===== config.mk =====
export PLATFORM = sky130hd
export DESIGN_NAME = rleenc_gen_flat
export DESIGN_NICKNAME = d
export VERILOG_FILES = /design/src/rtl/rleenc_gen_if.sv /design/src/rtl/rleenc_gen.sv /design/src/flat_wrapper.sv
export SDC_FILE = /design/constraint.sdc
export NUM_CORES = 1
export LEC_CHECK = 0
export ABC_AREA = 1
export BUFFER_PORTS_ARGS = -buffer_cell sky130_fd_sc_hd__buf_2
export CORE_MARGIN = 2
export CORE_UTILIZATION = 64
export CTS_CLUSTER_SIZE = 40
export DETAILED_ROUTE_END_ITERATION = 10
export HOLD_SLACK_MARGIN = 0.1
export PLACE_DENSITY_LB_ADDON = 0.25
export SLEW_MARGIN = 15
export SYNTH_ARGS = -nofsm -noshare
export SYNTH_HDL_FRONTEND = slang
export SYNTH_SLANG_ARGS = --single-unit

===== constraint.sdc =====
create_clock -name clk -period 4.8 [get_ports clk]
set_clock_uncertainty 0.2 [all_clocks]
set_input_delay 0.96 -clock clk [delete_from_list [all_inputs] [get_ports clk]]
set_output_delay 0.96 -clock clk [all_outputs]
set_load 0.05 [all_outputs]

===== src/rtl/rleenc_gen_if.sv =====
// rleenc_gen_if: bus bundle for the run-length encoder.
// Carries the start/scan controls, the coefficient RAM read port and the
// symbol stream towards the Huffman/hash-table stage.
// slave  : the encoder side.
// master : the controlling environment (start logic, RAM, symbol consumer).
interface rleenc_gen_if #(
    parameter int WIDTH = 16,
    parameter int LOG2N = 6
) ();
    logic                    en;
    logic                    zz;
    logic                    dc_clr;
    logic                    rdy;
    logic [LOG2N-1:0]        addr;
    logic signed [WIDTH-1:0] q;
    logic                    h_rdy;
    logic                    h_en;
    logic signed [WIDTH-1:0] h_val;
    logic [LOG2N-1:0]        h_len;
    logic                    h_dc;
    logic                    h_end;

    modport slave (
        input  en, zz, dc_clr, q, h_rdy,
        output rdy, addr, h_en, h_val, h_len, h_dc, h_end
    );

    modport master (
        output en, zz, dc_clr, q, h_rdy,
        input  rdy, addr, h_en, h_val, h_len, h_dc, h_end
    );
endinterface


===== src/rtl/rleenc_gen.sv =====
// rleenc_gen: run-length encoder for one block of 2^LOG2N signed coefficients.
// Reads the block from a synchronous RAM (one edge read latency) in raster or
// 8x8 zigzag order and emits a DC symbol, (level, run) pairs and an end marker.
// Optional feature macro: RLEENC_DCPRED_EN enables DC prediction (the DC symbol
// carries the difference to the previous block's raw DC coefficient).
module rleenc_gen #(
    parameter int WIDTH = 16,
    parameter int LOG2N = 6
) (
    input  logic        clk,
    input  logic        reset_n,
    rleenc_gen_if.slave bus
);
    typedef enum logic [2:0] {IDLE, FETCH, EVAL, EMIT, EOB} state_t;

    localparam logic [LOG2N-1:0] KLAST = '1;
    localparam logic [LOG2N-1:0] ONE   = LOG2N'(1);
    localparam logic [LOG2N-1:0] TWO   = LOG2N'(2);

    // Standard MPEG-2/JPEG 8x8 zigzag scan order.
    localparam logic [5:0] ZZ_ROM [64] = '{
        6'd0,  6'd1,  6'd8,  6'd16, 6'd9,  6'd2,  6'd3,  6'd10,
        6'd17, 6'd24, 6'd32, 6'd25, 6'd18, 6'd11, 6'd4,  6'd5,
        6'd12, 6'd19, 6'd26, 6'd33, 6'd40, 6'd48, 6'd41, 6'd34,
        6'd27, 6'd20, 6'd13, 6'd6,  6'd7,  6'd14, 6'd21, 6'd28,
        6'd35, 6'd42, 6'd49, 6'd56, 6'd57, 6'd50, 6'd43, 6'd36,
        6'd29, 6'd22, 6'd15, 6'd23, 6'd30, 6'd37, 6'd44, 6'd51,
        6'd58, 6'd59, 6'd52, 6'd45, 6'd38, 6'd31, 6'd39, 6'd46,
        6'd53, 6'd60, 6'd61, 6'd54, 6'd47, 6'd55, 6'd62, 6'd63
    };

    state_t                  state;
    logic [LOG2N-1:0]        k;
    logic [LOG2N-1:0]        run;
    logic                    zz_lat;
    logic signed [WIDTH-1:0] pend_val;
    logic [LOG2N-1:0]        pend_len;
    logic                    pend_dc;
    logic signed [WIDTH-1:0] dc_val;
    logic signed [WIDTH-1:0] sym_val;
    logic [LOG2N-1:0]        sym_len;
    logic                    is_dc;
    logic                    sym_found;

    // Scan index to RAM address; zigzag only exists for the 8x8 block size.
    function automatic logic [LOG2N-1:0] map_idx(input logic [LOG2N-1:0] i,
                                                 input logic zmode);
        if (LOG2N == 6 && zmode) return LOG2N'(ZZ_ROM[6'(i)]);
        return i;
    endfunction

    assign is_dc     = (k == '0);
    assign sym_found = is_dc || (bus.q != '0);
    assign sym_val   = is_dc ? dc_val : bus.q;
    assign sym_len   = is_dc ? '0 : run;

`ifdef RLEENC_DCPRED_EN
    logic signed [WIDTH-1:0] pred;

    // DC predictor: cleared from idle on dc_clr, reloaded with each raw DC coefficient
    always_ff @(posedge clk or negedge reset_n) begin
        if (!reset_n)
            pred <= '0;
        else if (state == IDLE && bus.dc_clr)
            pred <= '0;
        else if (state == EVAL && is_dc)
            pred <= bus.q;
    end

    assign dc_val = bus.q - pred;
`else
    logic unused_dc_clr;
    assign unused_dc_clr = bus.dc_clr;
    assign dc_val        = bus.q;
`endif

    // Pending symbol, kept while the consumer holds h_rdy low
    always_ff @(posedge clk) begin
        if (state == EVAL && sym_found) begin
            pend_val <= sym_val;
            pend_len <= sym_len;
            pend_dc  <= is_dc;
        end
    end

    // Scan FSM: address generation, run counting and registered symbol strobes
    always_ff @(posedge clk or negedge reset_n) begin
        if (!reset_n) begin
            state    <= IDLE;
            bus.rdy  <= 1'b1;
            bus.addr <= '0;
            bus.h_en <= 1'b0;
            bus.h_val <= '0;
            bus.h_len <= '0;
            bus.h_dc  <= 1'b0;
            bus.h_end <= 1'b0;
            k        <= '0;
            run      <= '0;
            zz_lat   <= 1'b0;
        end else begin
            // Symbol fields read as zero outside a strobe.
            bus.h_en  <= 1'b0;
            bus.h_val <= '0;
            bus.h_len <= '0;
            bus.h_dc  <= 1'b0;
            bus.h_end <= 1'b0;
            case (state)
                IDLE: begin
                    if (bus.en) begin
                        zz_lat   <= bus.zz;
                        k        <= '0;
                        run      <= '0;
                        bus.addr <= map_idx('0, bus.zz);
                        bus.rdy  <= 1'b0;
                        state    <= FETCH;
                    end
                end
                FETCH: begin
                    // RAM is reading map(0); run the address one index ahead from here on.
                    bus.addr <= map_idx(k + ONE, zz_lat);
                    state    <= EVAL;
                end
                EVAL: begin
                    if (sym_found) begin
                        if (bus.h_rdy) begin
                            bus.h_en  <= 1'b1;
                            bus.h_val <= sym_val;
                            bus.h_len <= sym_len;
                            bus.h_dc  <= is_dc;
                        end
                        run   <= '0;
                        state <= EMIT;
                    end else begin
                        run <= run + ONE;
                        if (k == KLAST) begin
                            state <= EOB;
                        end else begin
                            k        <= k + ONE;
                            bus.addr <= map_idx(k + TWO, zz_lat);
                        end
                    end
                end
                EMIT: begin
                    if (bus.h_en) begin
                        // Strobe cycle: h_rdy is ignored here, then the scan resumes.
                        if (k == KLAST) begin
                            state <= EOB;
                        end else begin
                            k        <= k + ONE;
                            bus.addr <= map_idx(k + TWO, zz_lat);
                            state    <= EVAL;
                        end
                    end else if (bus.h_rdy) begin
                        bus.h_en  <= 1'b1;
                        bus.h_val <= pend_val;
                        bus.h_len <= pend_len;
                        bus.h_dc  <= pend_dc;
                    end
                end
                EOB: begin
                    if (bus.h_en) begin
                        bus.rdy <= 1'b1;
                        state   <= IDLE;
                    end else if (bus.h_rdy) begin
                        bus.h_en  <= 1'b1;
                        bus.h_end <= 1'b1;
                    end
                end
                default: state <= IDLE;
            endcase
        end
    end
endmodule


===== src/flat_wrapper.sv =====
// flat-port wrapper written by rule: the top's interface ports become plain ports
module rleenc_gen_flat 
#(
    parameter int WIDTH = 16,
    parameter int LOG2N = 6
)
  (clk, reset_n, bus_en, bus_zz, bus_dc_clr, bus_q, bus_h_rdy, bus_rdy, bus_addr, bus_h_en, bus_h_val, bus_h_len, bus_h_dc, bus_h_end);
  rleenc_gen_if #(.WIDTH(WIDTH), .LOG2N(LOG2N)) bus_i ();
  input  logic clk;
  input  logic reset_n;
  input wire logic [$bits(bus_i.en)-1:0] bus_en;
  input wire logic [$bits(bus_i.zz)-1:0] bus_zz;
  input wire logic [$bits(bus_i.dc_clr)-1:0] bus_dc_clr;
  input wire logic [$bits(bus_i.q)-1:0] bus_q;
  input wire logic [$bits(bus_i.h_rdy)-1:0] bus_h_rdy;
  output wire logic [$bits(bus_i.rdy)-1:0] bus_rdy;
  output wire logic [$bits(bus_i.addr)-1:0] bus_addr;
  output wire logic [$bits(bus_i.h_en)-1:0] bus_h_en;
  output wire logic [$bits(bus_i.h_val)-1:0] bus_h_val;
  output wire logic [$bits(bus_i.h_len)-1:0] bus_h_len;
  output wire logic [$bits(bus_i.h_dc)-1:0] bus_h_dc;
  output wire logic [$bits(bus_i.h_end)-1:0] bus_h_end;
  assign bus_i.en = bus_en;
  assign bus_i.zz = bus_zz;
  assign bus_i.dc_clr = bus_dc_clr;
  assign bus_i.q = bus_q;
  assign bus_i.h_rdy = bus_h_rdy;
  assign bus_rdy = bus_i.rdy;
  assign bus_addr = bus_i.addr;
  assign bus_h_en = bus_i.h_en;
  assign bus_h_val = bus_i.h_val;
  assign bus_h_len = bus_i.h_len;
  assign bus_h_dc = bus_i.h_dc;
  assign bus_h_end = bus_i.h_end;
  rleenc_gen #(.WIDTH(WIDTH), .LOG2N(LOG2N)) u_core (.clk(clk), .reset_n(reset_n), .bus(bus_i));
endmodule

==> out/metrics.yaml <==
slew-limit-headroom_pct: 34.3
async_flop_share_pct: 67.6
global_route.overflow_total: 0
total_leakage_power_nw: 2.72
buffer_type_at_the_clock_tree_root: "sky130_fd_sc_hd__clkbuf_8"
tightestPinTransition_ns: 0.985
detail_route.drc_violations: 0
mux_share_of_post_synthesis_cell_area_pct: 0
hold_viol: 0
cp_data_arrival_time_ns: 3.55
max_slew_violation_total_from_the_final_report: 0
rr_startpoint: "u_core.k[1]"
netlist_top_cells_area: "sky130_fd_sc_hd__dfrtp_1 (25%), sky130_fd_sc_hd__nand2_1 (17%), sky130_fd_sc_hd__edfxtp_1 (15%)"
timing.critical_path.to_type: "flop"
synth-compound-area-share_pct: 11.3
ys.warnings.count: 0
series_of_cell_instances_along_the_critical_path: "ha_1, inv_1, ha_1, inv_1, ha_1, nor2_1, nor2_1, o21ai_0, nand2_1, nand2_1, nand3_1, nand2_1, nand2_1, nand2_1"
hold_path.startpoint: "u_core.bus.rdy"
timing.critical_path.from: "u_core.k[1]"
dp_worst_setup_slack_ns: 1.36
result_of_the_run: "finished, final reports clean"
power.internal_mw: 1.52
post_drt_wl_per_cell_um: 14.8
power_density_cells_nw_per_um2: 598
synthesis.area_per_instance_sq_um: 7.28
die_h_um: 89.9
yosysTopAreaCellShare_pct: 24.9
min-delay-path-class: "flop to flop"
finalWirelength_um: 11800
post_synth_edffs: 23
final_layout_size_suffix_gt1_share_pct: 13.1
flow.area_growth_from_synthesis_pct: 9.41
rows: 31
netlist.top_cell.by_area: "sky130_fd_sc_hd__dfrtp_1"
post-route-min-period_ns: 3.52
ant_nets: 0
postCtsSetupBuffers: 0
htreeDepth: 3
slowest_stage: "sky130_fd_sc_hd__dfrtp_1"
power.total_mw: 3.09
routability_cong: 0.929
worst-setup-path-type: "flop to flop"
tritoncts: "yes"
hold_buffers: 0
maximum_number_of_pins_on_one_net_before_global_route_repair: 49
worst_path_most_repeated_cell: "sky130_fd_sc_hd__nand2_1"
worst_setup_path_start_kind: "flop"
worst_skew_pair.late_latency_ns: 0.34
timing.final.ws_setup_ns: 1.28
synthXorXnorAreaFrac_pct: 1.11
netlist-cell-type-count: 38
final.fill_count: 613
grt_antenna_before_repair: 0
share_clk_of_total_power_pct: 14.8
most_common_library_cell_in_the_layout_ignoring_fill_and_taps: "sky130_fd_sc_hd__nand2_1"
synth-simple-area-share_pct: 31.7
clkTransAtPathRegs_ns: 0.07
start_util_pct: 65.5
grt_first_pass_wirelength_um: 19900
die_w_um: 89.9
seqPwrFrac_pct: 29.5
final_net_count: 733
synth_flop_cell: "sky130_fd_sc_hd__dfrtp_1"
clock_path_buffers: 2
synth_fa_ha_area_share_pct: 5.83
routed_via_density: 5.60
die_area_sq_um: 8080
seq_area_frac_synth_pct: 40.1
synth.ff_latch_count: 71
switchingPower_mw: 1.57
final_core_util_pct: 71.6
io_buffers: 52
routed-via-count: 4443
grtUsageTotal_pct: 30.4
drtPass1Iterations: 5
switching_share_pct: 50.8
critical-path-max-stage-delay_ns: 0.81
syn-num-nets: 693
num_io_pins: 54
fin_crit_sh_pct: 73.3
number_of_cts_inserted_buffers: 9
grt_pass1_vias: 4116
mapped_cells: 649
antenna_cells: 0
layout.cells.most_common_list: "sky130_fd_sc_hd__nand2_1 (212), sky130_fd_sc_hd__inv_1 (81), sky130_fd_sc_hd__nand3_1 (72)"
cts.sink_count: 71
totalNegativeSetupSlack_ns: 0
rsz_0062_raised_after_global_routing: "no"
initial_drc_count: 335
critical_path.max_fanout: 18
detailed_place_hpwl_um: 8220
p_comb_share_pct: 55.7
timing.final.setup_violations: 0
main_combinational_cell_family_by_area_after_synthesis: "simple AND/OR/NAND/NOR gates"
cap_viol_max_count: 0
critPathRequiredTime_ns: 4.83
postcts_resize_cnt: 0
peak_vdd_ir_v: 0.000341
synthesis.area_sq_um: 4720
clock.fmax_mhz: 284
design.core.area_sq_um: 7210
[worst paths after layout]
path                                        endpoint  slack, ns  depth (start not counted)
worst max register to register    u_core.bus.addr[4]       1.28                         14
worst min register to register        u_core.bus.rdy       0.29                          2
min in group asynchronous       u_core.bus.h_val[13]       0.42                          1
worst max-delay path              u_core.bus.addr[4]       1.28                         14
worst min-delay path                  u_core.bus.rdy       0.29                          2
max in group asynchronous                u_core.k[1]       3.57                          1
[kinds of logic (layout without fill, tap and decap cells)]
| kind of cell | after synthesis | after routing |
|---|---|---|
| XOR/XNOR | 6 | 6 |
| adder cells (fa/ha/maj) | 22 | 22 |
| flip-flops | 71 | 71 |
| buffers and inverters | 111 | 156 |
| AND/OR/NAND/NOR | 345 | 345 |
| AO/OA/AOI/OAI | 94 | 94 |
[area by class of cell]
class / count / area (sq um) / area share [%]
clock buffer: 10 / 128 / 2.47
inverter: 86 / 323 / 6.25
sequential: 71 / 1890 / 36.6
multi-input combinational: 467 / 2360 / 45.7
clock inverter: 6 / 62.6 / 1.21
tap: 99 / 124 / 2.40
timing repair buffer: 54 / 278 / 5.38
[synthesized netlist by cell type, types with 2 or more instances]
master                       n
sky130_fd_sc_hd__a21oi_1    11
sky130_fd_sc_hd__a21oi_2     2
sky130_fd_sc_hd__buf_2      13
sky130_fd_sc_hd__buf_4       2
sky130_fd_sc_hd__buf_6       4
sky130_fd_sc_hd__clkbuf_1    6
sky130_fd_sc_hd__clkinv_1    2
sky130_fd_sc_hd__dfrtp_1    47
sky130_fd_sc_hd__edfxtp_1   23
sky130_fd_sc_hd__ha_1       22
sky130_fd_sc_hd__inv_1      81
sky130_fd_sc_hd__inv_2       3
sky130_fd_sc_hd__nand2_1   212
sky130_fd_sc_hd__nand2_2     6
sky130_fd_sc_hd__nand3_1    72
sky130_fd_sc_hd__nand3_4     2
sky130_fd_sc_hd__nand4_1     5
sky130_fd_sc_hd__nor2_1     34
sky130_fd_sc_hd__nor2_2      3
sky130_fd_sc_hd__nor3_1      4
sky130_fd_sc_hd__o211ai_1    6
sky130_fd_sc_hd__o21ai_0    41
sky130_fd_sc_hd__o21ai_1    10
sky130_fd_sc_hd__o22ai_1    19
sky130_fd_sc_hd__o31ai_1     2
sky130_fd_sc_hd__xor2_1      5
[sequential cells by signal, indices dropped and copies added (netlist names)]
name              count
u_core.bus.h_val     16
u_core.pend_val      16
u_core.bus.addr       6
u_core.bus.h_len      6
u_core.k              6
u_core.pend_len       6
u_core.run            6
u_core.state          3
u_core.bus.h_dc       1
u_core.bus.h_en       1
u_core.bus.h_end      1
u_core.bus.rdy        1
u_core.pend_dc        1
u_core.zz_lat         1
[layer usage]
layer	track usage, %	vias to the layer above	share of wire, %
li1	-	2177	-
met3	5.53	16	7.6
met1	42.9	2079	43
met5	0	-	0
met2	48.9	171	48
met4	8.21	0	1.4
[power groups by stage]
stage	clock [mW]	sequential, mW	combinational, mW
CTS	0.461	0.908	1.70
finish	0.458	0.909	1.72
detailed placement	0	0.918	1.69
global route	0.491	0.929	1.92
global placement	0	0.910	1.65
floorplan	0	1.12	1.11
[critical path, delay by kind of cell (launching register included)]
family,cells,cell delay [ns]
buffers and inverters,2,0.35
and+or+nand+nor,8,0.61
DFF,1,0.81
AOI/OAI and AO/OA,1,0.09
adders and majority gates,3,1.34
[stage by stage]
stage	instance area, sq um	hold WS, ns	instances
after floorplan	4720	0.292	649
after global placement	4970	0.262	777
after detailed placement	4970	0.271	777
after CTS	5160	0.289	793
after global routing	5170	0.311	793
final	5170	0.289	793
Note: power is estimated with default switching activity, not from simulation.
